===== config.mk =====
export PLATFORM = sky130hd
export DESIGN_NAME = dcmac_packet_gen
export DESIGN_NICKNAME = d
export VERILOG_FILES = /design/src/rtl/dcmac_packet_gen.sv
export SDC_FILE = /design/constraint.sdc
export NUM_CORES = 1
export LEC_CHECK = 0
export CAP_MARGIN = 0
export CORE_AREA = 2 2 189 191
export CTS_BUF_LIST = sky130_fd_sc_hd__clkbuf_4
export CTS_CLUSTER_DIAMETER = 40
export DETAILED_ROUTE_END_ITERATION = 7
export DIE_AREA = 0 0 191 193
export PLACE_DENSITY = 0.68
export SYNTH_ARGS = -nofsm -noshare
export SYNTH_HDL_FRONTEND = slang
export SYNTH_SLANG_ARGS = --single-unit

===== constraint.sdc =====
create_clock -name clk -period 6.3 [get_ports clk]
set_input_delay 1.575 -clock clk [delete_from_list [all_inputs] [get_ports clk]]
set_output_delay 1.575 -clock clk [all_outputs]
set_load 0.02 [all_outputs]

===== src/rtl/dcmac_packet_gen.sv =====
// dcmac_packet_gen: emits a burst of fixed-length Ethernet test frames on a
// standard AXI stream (BW = 16*SEG_COUNT bytes per beat).
// Frame layout: dst MAC, src MAC, EtherType, then the low byte of the absolute
// byte index for every payload byte.
// Optional build macro DCMAC_PKTGEN_SEQNUM_EN: bytes 14..17 carry a 32-bit
// per-frame sequence number, MSB first.
module dcmac_packet_gen #(
    parameter int SEG_COUNT = 2,
    parameter int MIN_LEN   = 64,
    parameter int MAX_LEN   = 9600
) (
    input  logic                       clk,
    input  logic                       resetn,
    input  logic                       start,
    input  logic                       stop,
    input  logic [15:0]                packet_len,
    input  logic [31:0]                packet_count,
    input  logic [47:0]                dst_mac,
    input  logic [47:0]                src_mac,
    input  logic [15:0]                ethertype,
    output logic [SEG_COUNT*128-1:0]   axis_out_tdata,
    output logic [SEG_COUNT*16-1:0]    axis_out_tkeep,
    output logic                       axis_out_tlast,
    output logic                       axis_out_tvalid,
    input  logic                       axis_out_tready,
    output logic                       busy,
    output logic [31:0]                frames_sent
);
    localparam int BW     = 16 * SEG_COUNT;
    localparam int BW_LG  = $clog2(BW);
    localparam int BEAT_W = 16 - BW_LG;
    localparam logic [BEAT_W-1:0] BEAT_ONE = 1;
    localparam logic [BW-1:0]     KEEP_ONE = 1;

    typedef enum logic {IDLE, SEND} state_t;
    state_t state, state_nxt;

    logic [BEAT_W-1:0] beats_q;      // beats per frame
    logic [BEAT_W-1:0] beat_q;       // current beat within frame
    logic [BW_LG-1:0]  rem_q;        // len mod BW, selects last-beat tkeep
    logic [31:0]       remaining_q;
    logic [31:0]       frames_q;
    logic              stop_q;
    logic [111:0]      hdr_q;        // {dst, src, ethertype}, byte 0 at the top
    logic [15:0]       len_clamp;
    logic              accept, hs, last_beat, end_burst;
    logic [BW-1:0]     keep_v;

    // Clamp the requested length into [MIN_LEN, MAX_LEN]
    always_comb begin
        len_clamp = packet_len;
        if (packet_len < 16'(MIN_LEN))
            len_clamp = 16'(MIN_LEN);
        else if (packet_len > 16'(MAX_LEN))
            len_clamp = 16'(MAX_LEN);
    end

    // tvalid is purely a function of state, so hs uses the state directly
    assign accept    = (state == IDLE) && start && (packet_count != 32'd0);
    assign hs        = (state == SEND) && axis_out_tready;
    assign last_beat = (beat_q == beats_q - BEAT_ONE);
    assign end_burst = hs && last_beat && ((remaining_q == 32'd1) || stop_q || stop);

    // State register
    always_ff @(posedge clk) begin
        if (!resetn) state <= IDLE;
        else         state <= state_nxt;
    end

    // Next-state and stream control outputs
    always_comb begin
        state_nxt       = state;
        axis_out_tvalid = 1'b0;
        axis_out_tlast  = 1'b0;
        busy            = 1'b0;
        case (state)
            IDLE: if (accept) state_nxt = SEND;
            SEND: begin
                axis_out_tvalid = 1'b1;
                axis_out_tlast  = last_beat;
                busy            = 1'b1;
                if (end_burst) state_nxt = IDLE;
            end
            default: state_nxt = IDLE;
        endcase
    end

    // Burst parameters, beat/frame counters and stop latch
    always_ff @(posedge clk) begin
        if (!resetn) begin
            beats_q     <= '0;
            beat_q      <= '0;
            rem_q       <= '0;
            remaining_q <= '0;
            frames_q    <= '0;
            stop_q      <= 1'b0;
            hdr_q       <= '0;
        end else if (accept) begin
            beats_q     <= BEAT_W'((len_clamp + 16'(BW - 1)) >> BW_LG);
            beat_q      <= '0;
            rem_q       <= len_clamp[BW_LG-1:0];
            remaining_q <= packet_count;
            stop_q      <= 1'b0;
            hdr_q       <= {dst_mac, src_mac, ethertype};
        end else if (state == SEND) begin
            if (stop) stop_q <= 1'b1;
            if (hs) begin
                if (last_beat) begin
                    beat_q      <= '0;
                    remaining_q <= remaining_q - 32'd1;
                    frames_q    <= frames_q + 32'd1;
                    if (end_burst) stop_q <= 1'b0;
                end else begin
                    beat_q <= beat_q + BEAT_ONE;
                end
            end
        end
    end

    // Byte enables: full beats except a partial last beat; zero while idle
    always_comb begin
        keep_v = '1;
        if (last_beat && (rem_q != '0))
            keep_v = (KEEP_ONE << rem_q) - KEEP_ONE;
        if (state != SEND)
            keep_v = '0;
    end

    assign axis_out_tkeep = keep_v;
    assign frames_sent    = frames_q;

    // Per-byte-lane data: header, optional sequence number, index pattern.
    // The sequence number equals the completed-frame count, so frames_q is reused.
    for (genvar k = 0; k < BW; k++) begin : g_lane
        logic [15:0] j;
        logic [7:0]  b;
        assign j = {beat_q, BW_LG'(k)};
        // Select this lane's byte from its absolute frame index
        always_comb begin
            b = j[7:0];
            if (j < 16'd14)
                b = hdr_q[8*(4'd13 - j[3:0]) +: 8];
`ifdef DCMAC_PKTGEN_SEQNUM_EN
            else if (j < 16'd18)
                b = frames_q[8*(5'd17 - j[4:0]) +: 8];
`endif
        end
        assign axis_out_tdata[8*k +: 8] = keep_v[k] ? b : 8'h00;
    end

endmodule


==> Word level (Yosys, flattened, before mapping) <==
Cells that the tools add are included.
{ "word_totals": {"reg_bits": 205, "wordCells": 153, "output_inout_bits": 323, "inputBits": 165} }
{ "classes": {"n_eq_ne": 2, "n_mux": 82, "n_reduce_logical": 17, "order_cmp": 34, "add_sub_neg": 6, "shifts": 1, "bitwise": 3} }
{ "ops": {"columns": ["operator", "count"], "rows": [
  ["less-than comparator 16 x 4 -> 1 bit, second input constant", 32],
  ["two-way mux 8 bit", 64],
  ["two-way mux 32 bit", 6],
  ["subtractor 32 x 1 -> 32 bit, second input constant", 2],
  ["adder 32 x 1 -> 32 bit, second input constant", 1],
  ["== test 32 x 1 -> 1 bit, second input constant", 1],
  ["two-way mux 16 bit", 2],
  ["nonzero test 32 bit", 1],
  ["<< shifter 1 x 5 -> 32 bit, first input constant", 1],
  ["adder 16 x 5 -> 16 bit, second input constant", 1],
  ["greater-than comparator 16 x 14 -> 1 bit, second input constant", 1],
  ["less-than comparator 16 x 7 -> 1 bit, second input constant", 1],
  ["adder 11 x 1 -> 11 bit, second input constant", 1],
  ["== test 11 bit", 1],
  ["two-way mux 11 bit", 1],
  ["subtractor 11 x 1 -> 11 bit, second input constant", 1],
  ["two-way mux 1 bit", 8],
  ["logical AND 1 bit", 6],
  ["nonzero test 2 bit", 3],
  ["nonzero test 5 bit", 1],
  ["AND reduction 4 bit", 1],
  ["inverter 1 bit", 3],
  ["AND reduction 3 bit", 1],
  ["logical OR 1 bit", 2],
  ["other kinds (3)", 3]
]} }

==> Logic depth before layout (Yosys ltp) <==
Gate-level depths: netlist (run 1).
{ "logic_depth": {"word_depth": 7, "depth_mapped": 14, "ltp_nobuf": 11} }

==> Least setup slack after synthesis (run 1) <==
Ideal clock, no wire load.
{ "synth_timing": {"path_type": "reg-to-output", "start": "register rem_q[2]", "end": "output port axis_out_tdata[211]", "path_stages_with_launch": 13, "t_arrival_ps": 3483, "slack_ps": 1242, "required_time_ps": 4725, "n_path_buf": 4, "path_cell_list": "dfxtp_1 > or2_2 > clkbuf_1 > nor3_1 > inv_1 > ha_1 > clkbuf_1 > clkbuf_1 > a21oi_1 > nor2_1 > nor4b_1 > nor2_1 > buf_4"} }
{ "synth_between": {"elab_chain_len": 5, "word_cells_on_any_way": 7, "cone_classes": "add/sub (1); shift (1); mux (3); reduce/logical (2)"} }
{ "synth_rtl": {"columns": ["element", "line", "rtl"], "rows": [
  ["start, declared", "40", "logic [BW_LG-1:0] rem_q;"],
  ["start signal, assigned", "101", "rem_q <= len_clamp[BW_LG-1:0];"],
  ["<< shifter 1 x 5 -> 32 bit or nonzero test 5 bit (tied branches)", "124, 123", null],
  ["subtractor 32 x 1 -> 32 bit or logical AND 1 bit (tied branches)", "124, 123", null],
  ["two-way mux 32 bit *", "123", "if (last_beat && (rem_q != '0))"],
  ["two-way mux 32 bit *", "125", "if (state != SEND)"],
  ["two-way mux 8 bit *", "148", "assign axis_out_tdata[8*k +: 8] = keep_v[k] ? b : 8'h00;"],
  ["end, declared", "21", "output logic [SEG_COUNT*128-1:0] axis_out_tdata,"]
]} }
Mark *: on every way between the ends. The rest lies on a longest branch, timed or not.

==> Worst setup path after layout (run 1) <==
{ "layout_timing": {"start": "register beats_q[0]", "end": "output port axis_out_tkeep[24]"} }
{ "layout_between": {"elab_chain_len": 5} }
{ "layout_rtl": {"columns": ["element", "line", "rtl"], "rows": [
  ["start, declared", "38", "logic [BEAT_W-1:0] beats_q;"],
  ["start signal, assigned", "99", "beats_q <= BEAT_W'((len_clamp + 16'(BW - 1)) >> BW_LG);"],
  ["subtractor 11 x 1 -> 11 bit", "61", "assign last_beat = (beat_q == beats_q - BEAT_ONE);"],
  ["== test 11 bit", "61", null],
  ["logical AND 1 bit", "123", null],
  ["two-way mux 32 bit", "123", null],
  ["two-way mux 32 bit", "125", null],
  ["end, declared", "22", "output logic [SEG_COUNT*16-1:0] axis_out_tkeep,"]
]} }
No other way between the ends.

==> results of run 1 <==
-- area by class of cell --
type                            count  share of cell area (%)
Timing Repair Buffer              485                    27.8
Inverter                           24                   0.545
Clock inverter                     17                   0.459
Antenna cell                        4                  0.0573
Clock buffer                       94                    4.04
Tap cell                          461                    3.30
Sequential cell                   205                    23.5
Multi-Input combinational cell   1287                    40.3
-- per-stage QoR --
stage / setup TNS (ns) / utilization, % / hold slack, ns / setup slack (ns)
floorplan: 0 / - / 0.432 / 1.24
global placement: 0 / 47.0 / 0.437 / 0.693
detailed placement: 0 / 47.0 / 0.442 / 0.609
CTS: 0 / 49.8 / 0.450 / 0.0675
global route: -0.218 / 49.9 / 0.468 / -0.0315
finish: 0 / 49.9 / 0.449 / 0.233
-- critical path, cell delays in order, from the launching register on --
cell,delay [ns]
dfxtp_1,0.50
inv_1,0.08
ha_1,0.33
o21bai_1,0.24
a211oi_1,0.33
a2111o_1,0.23
and4b_2,0.43
nand4_4,0.41
nor2_2,0.44
nor2_1,0.16
clkdlybuf4s50_1,0.59
-- power by group through the flow --
stage	Combinational, W	Sequential [W]	Clock [W]
floorplan	0.000496	0.00142	0
global placement	0.000798	0.00143	0
detailed placement	0.000802	0.00143	0
CTS	0.000819	0.00140	0.00134
global route	0.000885	0.00141	0.00141
finish	0.000823	0.00140	0.00130
-- repair_timing --
action | in CTS | in global routing
setup buffers | 8 | 1
pin swaps | 8 | 0
endpoints found under the setup margin | 119 | 70
resized for setup | 12 | 13
gates cloned | 1 | 0
-- registers in the layout (all words and copies together) (netlist names) --
signal and flops:
hdr_q 112, remaining_q 32, state 1, stop_q 1
frames_sent 32, beat_q 11, rem_q 5, beats_q 11
-- worst max path at each step --
| stage | to | startpoint | slack, ns |
|---|---|---|---|
| floorplan | axis_out_tdata[211] | rem_q[2] | 1.24 |
| global placement | axis_out_tdata[38] | beats_q[0] | 0.69 |
| detailed placement | axis_out_tdata[94] | beats_q[0] | 0.61 |
| CTS | axis_out_tdata[21] | beats_q[0] | 0.07 |
| global route | axis_out_tdata[104] | beats_q[0] | -0.03 |
| finish | axis_out_tkeep[24] | beats_q[0] | 0.23 |
-- placed cells by master (no fill, tap or decap), drive strengths merged, types with 15 or more instances in the layout --
| cell type | count |
|---|---|
| nand4 | 23 |
| nand2 | 319 |
| conb | 35 |
| dfxtp | 205 |
| nor4 | 28 |
| a31oi | 25 |
| buf | 33 |
| nor2 | 215 |
| o21ai | 40 |
| or4 | 25 |
| o31ai | 17 |
| clkbuf | 94 |
| or3 | 21 |
| clkinv | 15 |
| nand3 | 38 |
| and3 | 42 |
| inv | 24 |
| nor3 | 36 |
| xnor2 | 19 |
| clkdlybuf4s50 | 452 |
| a21oi | 225 |
-- synth_stat cells (all sizes together), types with 8 or more instances --
master / n
a211oi: 8
nor4: 28
xor2: 12
nand4: 22
or4: 25
or2: 13
nor3: 36
nor3b: 9
nand3: 38
nand2b: 13
buf: 116
clkbuf: 107
nand2: 319
inv: 23
o21ai: 40
a31oi: 25
or3: 21
xnor2: 19
dfxtp: 205
o31ai: 17
and3: 42
o311ai: 14
a21oi: 225
a32oi: 14
nor2: 215
-- routing by layer --
layer	share of wire, %	vias up	track usage, %
li1	-	6544	-
met1	42	6537	32.6
met2	46	644	41.3
met3	8.6	104	6.99
met4	3.7	4	12.5
met5	0.053	-	0
-- cell families after synthesis --
| group | Yosys count |
|---|---|
| and+or+nand+nor | 805 |
| xor gates and xnor gates | 33 |
| AOI/OAI and AO/OA | 401 |
| other | 1 |
| buffers and inverters | 247 |
| DFF | 205 |
| muxes | 6 |
| adders and majority gates | 6 |
==> metrics.csv, run 1 <==
metric,value,unit
status,"finished, final reports clean",
grt_usage,26.0,%
boundaryPins,488,
cap_violations,0,
synth_top_flop_cell,dfxtp_1,
cts_tree,yes,
grt_pass1_wl,73900,microns
crit_type,flop to primary output,
critPathLaunchType,flop,
finalPower,0.00353,W
cts-hold-fix-buffers,0,
min_to,hdr_q[99],
arrival,4.49,ns
avgViaCountPerCell,5.37,
core,0.0350,sq mm
leakagePower,6.47,nW
muxShareOfSynthArea,0.493,%
crit_path_end_kind,primary output,
routedWlPerCell,19.6,microns
power.switching,0.00115,W
synthSimpleGateAreaFrac,31.4,%
yosysWarningCount,0,
finalHoldViolCount,0,
syn2layout_area_growth,43.4,%
layout-drive-gt1-share,9.56,%
synthArstFlopShare,0,%
rows,69,
grt_pass1_vias,13000,
final_nets,2234,
grt_overflow,0,
root_buffer,clkbuf_4,
rr_endpoint,frames_sent[20],
via_count,13800,
synth_top_family_by_area,simple AND/OR/NAND/NOR gates,
synth_xor_area_share,2.60,%
seq_area_frac_synth,33.7,%
p_seq_share,39.7,%
drc_errors,0,
numClockSinks,205,
rsz0062_at_grt,true,
place.gp.congestion,0.900,
synth_edf_count,0,
finalClockSkew,0.0627,ns
cp.required,4.72,ns
yosysTopAreaCell,dfxtp_1,
die-area,0.0369,sq mm
finalMaxSlewViolations,0,
setup_viol,0,
netlist-cell-type-count,80,
hold_start,hdr_q[99],
htree_num_levels,2,
dp.cells,2452,
io_buffers,452,
dp_hpwl,35500,microns
power_frac_clock,36.9,%
r2r_slack,2.22,ns
die_h,193,microns
synth_cells,1704,
ir_drop,0.132,mV
drt-total-wl,50600,microns
final_cells,2577,
rr_startpoint,beats_q[0],
swShare,32.6,%
drt_iter0_markers,974,
cts_buffer_depth,3,
firstDrtPassIters,7,
stdcell_area,0.0175,sq mm
worstPathMaxFanout,13,
yosysTopAreaCellShare,33.7,%
combPwrFrac,23.3,%
hp-class,flop to flop,
antenna_found_initial,5,
cts_buffers,60,
seqCellArea,0.00411,sq mm
chipWidth,191,microns
tightest_slew,1.04,ns
fin_crit,6.07,ns
fmax,165,MHz
synth_compound_area_share,20.3,%
synth_fa_ha_area_share,0.617,%
final.fill_count,3429,
start_util,34.8,%
synthTopCellsByArea,"dfxtp_1 (34%), nand2_1 (9.8%), a21oi_1 (9.3%), nor2_1 (6.6%), buf_4 (5.9%)",
clkLatencyLatePin,0.79,ns
yosys_register_bits,205,
detail-route-antenna-nets,0,
path_clk_slew,0.06,ns
p_per_area,202,mW/mm^2
internal_power,0.00238,W
dpl_cell_area,0.0164,sq mm
relSlewSlack,30.2,%
multiInputGateArea,0.00703,sq mm
finalCritPeriodShare,96.3,%
grt_max_degree,92,
hold_depth,2,
worstRegToRegCells,11,
postSynthAreaPerCell,7.14,sq um
syn_area,0.0122,sq mm
(Power assumes the default switching activity.)
==> inputs of run 2 (changes only) <==
--- a/config.mk
+++ b/config.mk
@@ -6,12 +6,12 @@
 export NUM_CORES = 1
 export LEC_CHECK = 0
 export CAP_MARGIN = 0
-export CORE_AREA = 2 2 189 191
+export CORE_AREA = 2 2 192 194
 export CTS_BUF_LIST = sky130_fd_sc_hd__clkbuf_4
 export CTS_CLUSTER_DIAMETER = 40
 export DETAILED_ROUTE_END_ITERATION = 7
-export DIE_AREA = 0 0 191 193
-export PLACE_DENSITY = 0.68
+export DIE_AREA = 0 0 194 196
+export PLACE_DENSITY = 0.69
 export SYNTH_ARGS = -nofsm -noshare
 export SYNTH_HDL_FRONTEND = slang
 export SYNTH_SLANG_ARGS = --single-unit
==> constraint.sdc (replaced) <==
create_clock -name clk -period 5.2 [get_ports clk]
set_input_delay 1.3 -clock clk [delete_from_list [all_inputs] [get_ports clk]]
set_output_delay 1.3 -clock clk [all_outputs]
set_load 0.02 [all_outputs]
==> run 2 against run 1 <==
Compared with the run above:
- flip-flop and latch count is the same
- power increased by 23%
- via count up 1.6%
- non-clock buffer count increased by 29
- critical endpoint is now axis_out_tdata[231]
- cell count up 1.5%
- cell area up 2.3%
==> metrics.csv, run 2 (synthesis results as in run 1) <==
metric,value,unit,change
antenna_found_initial,5,,unchanged
grt-busiest-layer,met2,,
hold_depth,2,,unchanged
r2r_slack,2.08,ns,-0.14 ns
final_nets,2270,,+1.6%
final_cell_mix,"nand2_1 (318), a21oi_1 (220), clkdlybuf4s50_1 (218)",,
drt_iter0_markers,885,,-9.1%
worstPathMaxFanout,15,,+2
crit_chain,nor2_2 -> inv_1 -> nor3_2 -> inv_1 -> ha_4 -> buf_4 -> nand2b_1 -> nor2_1 -> a31oi_1 -> o32ai_2 -> nor2_2 -> buf_4 -> nor2_1 -> dlygate4sd2_1,,
start_util,33.7,%,-1.1 points
arrival,3.73,ns,-0.76 ns
fin_util,49.5,%,-0.45 points
grt.met1_usage,30.8,%,-1.8 points
critPathLaunchType,flop,,
finalMaxSlewViolations,0,,unchanged
p_per_area,244,mW/mm^2,+21%
grt_max_degree,104,,+13%
met3_usage,8.27,%,+1.3 points
finalCritPeriodShare,96.7,%,
grt_usage,25.6,%,-0.32 points
critical_path_cell_count,14,,+4
rows,70,,+1.4%
path_clk_slew,0.06,ns,about the same
layout-drive-gt1-share,11.9,%,+2.4 points
status,"finished, final reports clean",,
finalHoldViolCount,0,,unchanged
dp_hpwl,36200,microns,+2.1%
cts_tree,yes,,
cpPeakStageDelay,0.40,ns,-0.19 ns
grt_pass1_vias,13300,,+2.7%
setup_viol,0,,unchanged
final.fill_count,3627,,+5.8%
die-area,0.0380,sq mm,+3.1%
fin_setup_tns,0,ns,unchanged
cts-hold-fix-buffers,0,,unchanged
detail-route-antenna-nets,0,,unchanged
hp-class,flop to flop,,
cp.required,3.90,ns,-0.82 ns
htree_num_levels,3,,+1
place.gp.congestion,0.894,,-0.69%
regMostFlops,hdr_q,,
tightest_slew,0.930,ns,-0.114 ns
grt_overflow,0,,unchanged
largest_register_ffs,112,,unchanged
cts_buffers,68,,+13%
syn2layout_area_growth,46.7,%,
core,0.0361,sq mm,+3.2%
firstDrtPassIters,5,,-2
final_common_cell,nand2_1,,
hold_slack,0.450,ns,+0.000499 ns
routedWlPerCell,19.7,microns,+0.62%
ir_drop,0.151,mV,+15%
cts_buffer_depth,3,,unchanged
crit_type,flop to primary output,,
grt_pass1_wl,76800,microns,+3.8%
cap_violations,0,,unchanged
seqCellArea,0.00411,sq mm,+0.12%
crit_path_end_kind,primary output,,
met2_usage,42.4,%,+1.1 points
worstRegToRegCells,8,,-3
drt-total-wl,51600,microns,+2.1%
relSlewSlack,37.5,%,+7.2 points
leakagePower,8.63,nW,+33%
worst-path-buf-inv,5,,+3
boundaryPins,488,,unchanged
chipWidth,194,microns,+1.6%
numClockSinks,205,,unchanged
cp_slowest_cell,dfxtp_1,,
multiInputGateArea,0.00713,sq mm,+1.4%
fin_crit,5.03,ns,
avgViaCountPerCell,5.37,,about the same
clkLatencyLatePin,0.76,ns,-0.03 ns
root_buffer,clkbuf_4,,
final_cells,2616,,+1.5%
die_h,196,microns,+1.6%
via_count,14100,,+1.6%
critical-path-top-delay-family,simple AND/OR/NAND/NOR gates,,
io_buffers,452,,unchanged
finalClockSkew,0.0775,ns,+0.0149 ns
fmax,199,MHz,
dp.cells,2483,,+1.3%
drc_errors,0,,unchanged
==> run 2: cell count changes in the layout (fill, tap and decap cells not counted), moves of 4 or more <==
| cell | before | now |
|---|---|---|
| clkdlybuf4s50_1 | 452 | 218 |
| dlygate4sd2_1 | 0 | 143 |
| dlymetal6s2s_1 | 0 | 85 |
| buf_4 | 27 | 56 |
| nor2_1 | 210 | 204 |
| nor2_2 | 4 | 10 |
| buf_6 | 0 | 4 |
| clkinv_2 | 7 | 3 |
| o21ai_1 | 2 | 6 |
==> run 2: worst min-delay path, delay by kind of cell (launching register included) <==
family,cells,cell delay [ns]
and+or+nand+nor,1,0.05
DFF,1,0.30
AOI/OAI and AO/OA,1,0.05
==> run 2: metal layers <==
layer / routed length (microns) / part of all wire, %
met4: 1740 / 3.4
met5: 12 / 0.023
met1: 20800 / 40
met2: 24500 / 47
met3: 4620 / 9.0
==> run 2: repair_timing <==
item	in CTS	in global routing
pin swaps	4	3
setup endpoints to repair	244	177
setup buffers	6	8
hold endpoints to repair	0	0
gates resized for setup	185	112
==> run 2: metrics by stage <==
stage	worst slack (ns)	instance area, sq um	power (W)
after floorplan	0.417	12300	0.00232
after global placement	0.189	16600	0.00271
after detailed placement	0.161	16600	0.00272
after CTS	-0.0882	17500	0.00439
after global routing	-0.0230	17800	0.00456
final	0.171	17900	0.00436
==> run 2: final timing paths <==
| path | from | endpoint |
|---|---|---|
| setup / recovery | rem_q[1] | axis_out_tdata[231] |
| hold reg to reg | hdr_q[97] | hdr_q[97] |
| setup reg to reg | beats_q[2] | remaining_q[14] |
| hold / removal | hdr_q[97] | hdr_q[97] |
==> run 2: cell type report <==
class,instances,share of cell area (%)
Sequential cell,205,23.0
Timing Repair Buffer,514,28.5
Inverter,24,0.533
Tap cell,468,3.28
Antenna cell,5,0.0701
Multi-Input combinational cell,1286,40.0
Clock inverter,21,0.736
Clock buffer,93,3.91
==> run 2: power by group <==
group          switching (W)  internal (W)
sequential         0.0000553       0.00165
combinational       0.000582      0.000395
clock               0.000801      0.000880
total                0.00144       0.00292
